$ cat config.mk
export PLATFORM = sky130hd
export DESIGN_NAME = psa_16bit
export DESIGN_NICKNAME = d
export VERILOG_FILES = /design/src/rtl/psa_16bit_pkg.sv /design/src/rtl/psa_16bit_cla_4bit.sv /design/src/rtl/psa_16bit.sv
export SDC_FILE = /design/constraint.sdc
export NUM_CORES = 1
export LEC_CHECK = 0
export CAP_MARGIN = 20
export CORE_ASPECT_RATIO = 0.6
export CORE_UTILIZATION = 45
export DETAILED_ROUTE_END_ITERATION = 8
export PLACE_DENSITY = 0.89
export SYNTH_ARGS = -nofsm -noshare
export SYNTH_HDL_FRONTEND = slang
export SYNTH_HIERARCHICAL = 1
export SYNTH_SLANG_ARGS = --single-unit
$ cat constraint.sdc
create_clock -name clk -period 5.8 [get_ports clk]
set_clock_uncertainty 0.15 [all_clocks]
set_input_delay 1.45 -clock clk [delete_from_list [all_inputs] [get_ports clk]]
set_output_delay 1.45 -clock clk [all_outputs]
set_load 0.005 [all_outputs]
$ cat src/rtl/psa_16bit_pkg.sv
// Shared lane geometry and saturation constants for the parallel sub-word adder.
package psa_16bit_pkg;

    localparam int unsigned LANE_W = 4;
    localparam int unsigned LANES  = 4;
    localparam int unsigned DATA_W = LANE_W * LANES;

    localparam logic [LANE_W-1:0] SAT_POS = 4'b0111;
    localparam logic [LANE_W-1:0] SAT_NEG = 4'b1000;

    // On signed overflow both operand MSBs agree, so a_msb alone picks the clamp direction.
    function automatic logic [LANE_W-1:0] sat_lane(
        input logic [LANE_W-1:0] raw,
        input logic              ovfl,
        input logic              a_msb
    );
        if (!ovfl) begin
            return raw;
        end
        return a_msb ? SAT_NEG : SAT_POS;
    endfunction

endpackage

$ cat src/rtl/psa_16bit_cla_4bit.sv
// Combinational 4-bit carry-lookahead adder with group P/G and signed overflow.
module cla_4bit (
    input  logic [3:0] A,
    input  logic [3:0] B,
    input  logic       Cin,
    output logic [3:0] Sum,
    output logic       Ovfl,
    output logic       Pout,
    output logic       Gout
);

    logic [3:0] p;
    logic [3:0] g;
    logic [4:0] c;

    assign p = A ^ B;
    assign g = A & B;

    // Every carry is flattened to two logic levels; no ripple between bits.
    assign c[0] = Cin;
    assign c[1] = g[0] | (p[0] & Cin);
    assign c[2] = g[1] | (p[1] & g[0]) | (p[1] & p[0] & Cin);
    assign c[3] = g[2] | (p[2] & g[1]) | (p[2] & p[1] & g[0])
                | (p[2] & p[1] & p[0] & Cin);
    assign c[4] = g[3] | (p[3] & g[2]) | (p[3] & p[2] & g[1])
                | (p[3] & p[2] & p[1] & g[0]) | (p[3] & p[2] & p[1] & p[0] & Cin);

    assign Sum  = p ^ c[3:0];
    assign Pout = &p;
    assign Gout = g[3] | (p[3] & g[2]) | (p[3] & p[2] & g[1]) | (p[3] & p[2] & p[1] & g[0]);
    assign Ovfl = c[3] ^ c[4];

endmodule

$ cat src/rtl/psa_16bit.sv
// Registered four-lane signed 4-bit saturating adder (PADDSB) for the execute stage.
module psa_16bit
    import psa_16bit_pkg::*;
(
    input  logic              clk,
    input  logic              rst_n,
    input  logic              in_valid,
    input  logic [DATA_W-1:0] A,
    input  logic [DATA_W-1:0] B,
    output logic              out_valid,
    output logic [DATA_W-1:0] Sum,
    output logic              Error
);

    logic [DATA_W-1:0] raw_sum;
    logic [DATA_W-1:0] sat_sum;
    logic [LANES-1:0]  lane_ovfl;
    logic [LANES-1:0]  lane_p_unused;
    logic [LANES-1:0]  lane_g_unused;

    logic [DATA_W-1:0] sum_q,   sum_d;
    logic              error_q, error_d;
    logic              valid_q, valid_d;

    // Lanes are fully independent: each CLA gets Cin=0 and its carry-out is dropped.
    for (genvar i = 0; i < LANES; i++) begin : g_lane
        cla_4bit u_cla (
            .A    (A[i*LANE_W +: LANE_W]),
            .B    (B[i*LANE_W +: LANE_W]),
            .Cin  (1'b0),
            .Sum  (raw_sum[i*LANE_W +: LANE_W]),
            .Ovfl (lane_ovfl[i]),
            .Pout (lane_p_unused[i]),
            .Gout (lane_g_unused[i])
        );

        assign sat_sum[i*LANE_W +: LANE_W] = sat_lane(raw_sum[i*LANE_W +: LANE_W],
                                                      lane_ovfl[i],
                                                      A[i*LANE_W + LANE_W - 1]);
    end

    always_comb begin
        sum_d   = sum_q;
        error_d = error_q;
        valid_d = in_valid;
        if (in_valid) begin
            sum_d   = sat_sum;
            error_d = |lane_ovfl;
        end
    end

    always_ff @(posedge clk) begin
        if (!rst_n) begin
            sum_q   <= '0;
            error_q <= 1'b0;
            valid_q <= 1'b0;
        end else begin
            sum_q   <= sum_d;
            error_q <= error_d;
            valid_q <= valid_d;
        end
    end

    assign Sum       = sum_q;
    assign Error     = error_q;
    assign out_valid = valid_q;

endmodule

==> out/metrics.cfg, run 1 <==
[floorplanning]
die_y_um = 45.5
pin_count = 53
dieArea_mm2 = 0.00339
rows = 15
die-width_um = 74.6
core_mm2 = 0.00293
initial_core_util_pct = 48.5

[route]
drc = 0
firstDrtPassIters = 4
via_count = 1285
dr.first_iter.drc_count = 53
wl_um = 2940
drtAntennaViolNets = 0
wire_per_inst_um = 11.4
viasPerCell = 4.98

[global_routing]
grt_use_total_pct = 18.6
grt_start_max_net_pins = 35
grt_antenna_before_repair = 0
grt_pass1_wl_um = 4730
grt-ovfl-total = 0
first_global_vias = 1076

[worst_hold_path]
hold_class = register to register
holdPathStages = 2

[timing]
worst_pin_slew_ns = 0.993
rsz0062_at_grt = false
maxSlewHeadroom_pct = 33.6
fin_tns_setup_ns = 0
setup_viol = 0
period_minus_slack_ns = 3.40
setup_slack_ns = 2.40
period_share_pct = 58.6
hold_violations = 0
drv_slew = 0
max_freq_ghz = 0.294

[worst_setup_path]
path_max_fanout = 7
worst_setup_path_start_kind = primary input
r2r_cells = 2
reg2reg_to = Sum[9]
setup.worst_path.end = Sum[9]
reg2reg_slack_ns = 4.88
crit_path_end_kind = register
rr_startpoint = Sum[9]
critPathArrivalTime_ns = 3.39
criticalPathCategory = primary input to register
crit_start = A[9]
critical_path_required_ns = 5.79

[pwr]
switching_share_pct = 29.6
seqPwrFrac_pct = 36.1
switchingPower_w = 0.000118
combPwrFrac_pct = 43.0
intPower_w = 0.000280
clkPwrFrac_pct = 20.9
ir_drop_mv = 0.0893
p_leak_nw = 0.868
pwr_density_cell_mw_per_mm2 = 195

[clock_network]
cts_buffers = 3
hold_buffers = 0
cts_max_level = 1
cts_root_buffer = clkbuf_8
clk_path_buf_depth = 2
clock_latency_ns = 0.25
ctsResizeCount = 0
post_cts_buffers = 0
cts.sinks = 18
cts.clk_slew.worst_paths_ns = 0.06
cts_tree = yes

[flow_run]
cap_violations = 0

[placement]
portBuffers = 52
pre_cts_ws_ns = 2.15
place_hpwl_um = 2440
routabilityCongestion = 0.744

[outcome]
outcome = finished clean

[logic_synthesis]
yosysWarnings = 6
syn_area_mm2 = 0.00142
syn_inst = 155
syn_avg_cell_area_um2 = 9.17

[cells_and_area]
n_fill_cell = 239
area.growth.synth_to_final_pct = 43.9
final_nets = 273
drive_above_1_share_pct = 4.63
diodes = 0

## power by group through the flow
| stage | registers [W] | logic, W | clock network (W) |
|---|---|---|---|
| after floorplan | 0.000147 | 0.000102 | 0 |
| after global placement | 0.000146 | 0.000166 | 0 |
| after detailed placement | 0.000146 | 0.000172 | 0 |
| after CTS | 0.000144 | 0.000172 | 0.0000849 |
| after global routing | 0.000145 | 0.000190 | 0.0000920 |
| final | 0.000144 | 0.000171 | 0.0000831 |
## layout by cell type (no fill, tap or decap)
cell,count
clkbuf_8,3
nand2_1,2
inv_1,9
mux2i_1,3
a211oi_1,3
o21ai_2,1
and2_1,1
fa_1,4
o21ai_1,1
and3_2,1
o21bai_1,4
a32o_1,1
ha_1,16
a221oi_2,3
nor2_1,1
mux2_4,1
a31oi_1,12
nor2b_1,1
a21o_1,6
a21oi_1,8
nand2b_1,14
conb_1,11
or2_1,1
nor4_1,1
or2b_1,2
xnor2_1,8
dfxtp_1,18
and3_1,2
xor2_1,7
o21ai_0,18
clkdlybuf4s50_1,52
a21oi_2,1
## per-stage QoR
stage                     utilization, %  hold WS, ns  cell area, µm²  cells  total power (W)
after detailed placement            68.5        0.376            2000    255         0.000318
after global placement              68.5        0.373            2000    255         0.000312
after CTS                           69.9        0.391            2050    258         0.000401
after floorplan                        -        0.357            1460    165         0.000248
final                               69.9        0.389            2050    258         0.000398
after global routing                69.9        0.418            2050    258         0.000427
## area by class of cell
type                    count  area (µm²)  area share (%)
clock buffers               3        41.3            2.02
inverters                   9        33.8            1.65
multi-input cells         134        1040            50.7
flip-flops and latches     18         360            17.6
well taps                  42        52.6            2.57
repair buffers             52         520            25.4
## worst min path at each step
stage,to,from,slack [ns]
after floorplan,Sum[6],Sum[6],0.36
after global placement,Sum[7],Sum[7],0.37
after detailed placement,Sum[7],Sum[7],0.38
after CTS,Sum[7],Sum[7],0.39
after global routing,Error,Error,0.42
final,Sum[3],Sum[3],0.39
## layer usage
layer	vias to the layer above	global-route usage [%]	routed length, µm
li1	672	-	-
met1	572	24.8	1480
met2	39	30.5	1280
met3	2	4.42	170
met4	0	4.91	6
met5	-	0	0
## flip-flops by register name, indices dropped and copies added, names as in the netlist
signal and count:
Error 1, Sum 16, out_valid 1
## critical path, stage by stage
cell and delay (ns):
clkdlybuf4s50_1 0.40, ha_1 0.34, o21ai_0 0.18, o21bai_1 0.13, xnor2_1 0.49, nand2_1 0.16, a32o_1 0.25
Note: power is estimated with default switching activity, not from simulation.
==> run 2, diff against run 1 <==
clock period = 3.2 ns   (was 5.8 ns; I/O delays follow)
==> out/metrics.cfg, run 2 (synthesis results as in run 1) <==
[worst_setup_path]
path_max_fanout = 7  ; unchanged
cp_num_cells = 7  ; unchanged
cp_cell_sequence = clkdlybuf4s50_1 -> ha_1 -> and3_1 -> a221oi_2 -> xnor2_1 -> or2_1 -> a32o_1
reg2reg_slack_ns = 2.26  ; -2.62 ns
r2r_cells = 2  ; unchanged
rr_startpoint = Sum[9]
path_delay_family = compound AO/OA/AOI/OAI gates
criticalPathCategory = primary input to register
critPathArrivalTime_ns = 2.75  ; -0.64 ns
worst_setup_path_start_kind = primary input
path_buf_inv = 1  ; unchanged
critical_path_required_ns = 3.19  ; -2.60 ns
max_stage_delay_ns = 0.45  ; -0.04 ns
reg2reg_to = Sum[9]
slowest_stage = clkdlybuf4s50_1
crit_path_end_kind = register

[outcome]
outcome = finished clean

[route]
drtAntennaViolNets = 0  ; unchanged
wl_um = 2990  ; +1.7%
dr.first_iter.drc_count = 58  ; +9.4%
drc = 0  ; unchanged
firstDrtPassIters = 7  ; +3
viasPerCell = 4.95  ; -0.70%
via_count = 1281  ; -0.31%
wire_per_inst_um = 11.5  ; +1.3%

[placement]
routabilityCongestion = 0.795  ; +6.9%
place_hpwl_um = 2460  ; +0.78%
portBuffers = 52  ; unchanged

[timing]
hold_violations = 0  ; unchanged
period_minus_slack_ns = 2.76
hold_slack_ns = 0.395  ; +0.00627 ns
maxSlewHeadroom_pct = 60.3  ; +27 points
max_freq_ghz = 0.362
rsz0062_at_grt = false
worst_pin_slew_ns = 0.593  ; -0.400 ns
period_share_pct = 86.3
fin_tns_setup_ns = 0  ; unchanged
setup_viol = 0  ; unchanged
drv_slew = 0  ; unchanged

[flow_run]
cap_violations = 0  ; unchanged

[pwr]
pwr_density_cell_mw_per_mm2 = 352  ; +81%
p_leak_nw = 0.872  ; +0.55%
ir_drop_mv = 0.215  ; +140%

[global_routing]
first_global_vias = 1053  ; -2.1%
grt_use_total_pct = 17.6  ; -0.95 points
grt_pass1_wl_um = 4550  ; -3.9%
grt-ovfl-total = 0  ; unchanged
grt_antenna_before_repair = 0  ; unchanged
grt_start_max_net_pins = 19  ; -46%

[clock_network]
cts.sinks = 18  ; unchanged
cts.clk_slew.worst_paths_ns = 0.06  ; about the same
ctsResizeCount = 0  ; unchanged
clk_path_buf_depth = 2  ; unchanged
cts_max_level = 1  ; unchanged
cts_buffers = 3  ; unchanged
clock_latency_ns = 0.24  ; about the same
cts_tree = yes
post_cts_buffers = 0  ; unchanged
cts_root_buffer = clkbuf_8
hold_buffers = 0  ; unchanged

[cells_and_area]
regArea_um2 = 360  ; unchanged
largest_reg_flops = 16  ; unchanged
final_nets = 274  ; +0.37%
multiInputGateArea_mm2 = 0.00104  ; unchanged
drive_above_1_share_pct = 5.07  ; +0.44 points
diodes = 0  ; unchanged
layout_commonest_cell = clkdlybuf4s50_1
mostFrequentLayoutCells = 52 x clkdlybuf4s50_1, 18 x dfxtp_1, 18 x o21ai_0
area.growth.synth_to_final_pct = 44.5
n_fill_cell = 253  ; +5.9%

[worst_hold_path]
holdPathEnd = Sum[1]
min_from = Sum[1]
hold_class = register to register
holdPathStages = 2  ; unchanged

[floorplanning]
rows = 15  ; unchanged
die_y_um = 45.5  ; unchanged
dieArea_mm2 = 0.00339  ; unchanged
pin_count = 53  ; unchanged
die-width_um = 74.6  ; unchanged
initial_core_util_pct = 48.5  ; unchanged
core_mm2 = 0.00293  ; unchanged

==> run 2: changes by cell type in the layout (fill, tap and decap cells not counted), sizes merged <==
cell / previous run / this run
buf: 0 / 1
==> run 2: how the worst max path moves through the flow <==
| stage | from | endpoint | slack (ns) |
|---|---|---|---|
| 6_report | A[11] | Sum[9] | 0.44 |
| 5_1_grt | A[13] | Sum[13] | 0.35 |
| 4_1_cts | A[15] | Sum[14] | 0.46 |
| 3_5_place_dp | A[11] | Sum[9] | 0.20 |
| 3_3_place_gp | A[11] | Sum[9] | 0.23 |
| 2_1_floorplan | A[10] | Sum[9] | 0.76 |
==> run 2: tightest hold or removal path: cells and delay by family, from the launching register on <==
| kind | cells | cell delay [ns] |
|---|---|---|
| AOI/OAI and AO/OA | 2 | 0.19 |
| DFF | 1 | 0.31 |
==> run 2: where the power goes <==
part | switching, W | total (W) | internal, W
sequential | 0.0000130 | 0.000261 | 0.000248
clock | 0.0000680 | 0.000151 | 0.0000834
combinational | 0.000134 | 0.000311 | 0.000177
total | 0.000215 | 0.000724 | 0.000509
==> run 2: stage by stage <==
step / setup WS [ns] / utilization, % / instances / area (µm²) / total power (W)
after global placement: 0.230 / 68.7 / 256 / 2010 / 0.000567
after detailed placement: 0.199 / 68.7 / 256 / 2010 / 0.000575
final: 0.440 / 70.1 / 259 / 2050 / 0.000724
after CTS: 0.459 / 70.1 / 259 / 2050 / 0.000725
after floorplan: 0.758 / - / 165 / 1460 / 0.000450
after global routing: 0.349 / 70.1 / 259 / 2050 / 0.000772
==> run 2: cell type report <==
cell class | instances | share of cell area, %
well taps | 42 | 2.56
multi-input cells | 134 | 50.5
flip-flops and latches | 18 | 17.6
clock buffers | 3 | 2.01
inverters | 9 | 1.65
repair buffers | 53 | 25.7
==> run 2: layer usage <==
layer / track usage [%] / part of all wire [%] / vias to the layer above
li1: - / - / 674
met1: 25.1 / 52 / 564
met2: 27.4 / 42 / 43
met3: 5.09 / 5.8 / 0
met4: 1.89 / 0 / 0
met5: 0 / 0 / -
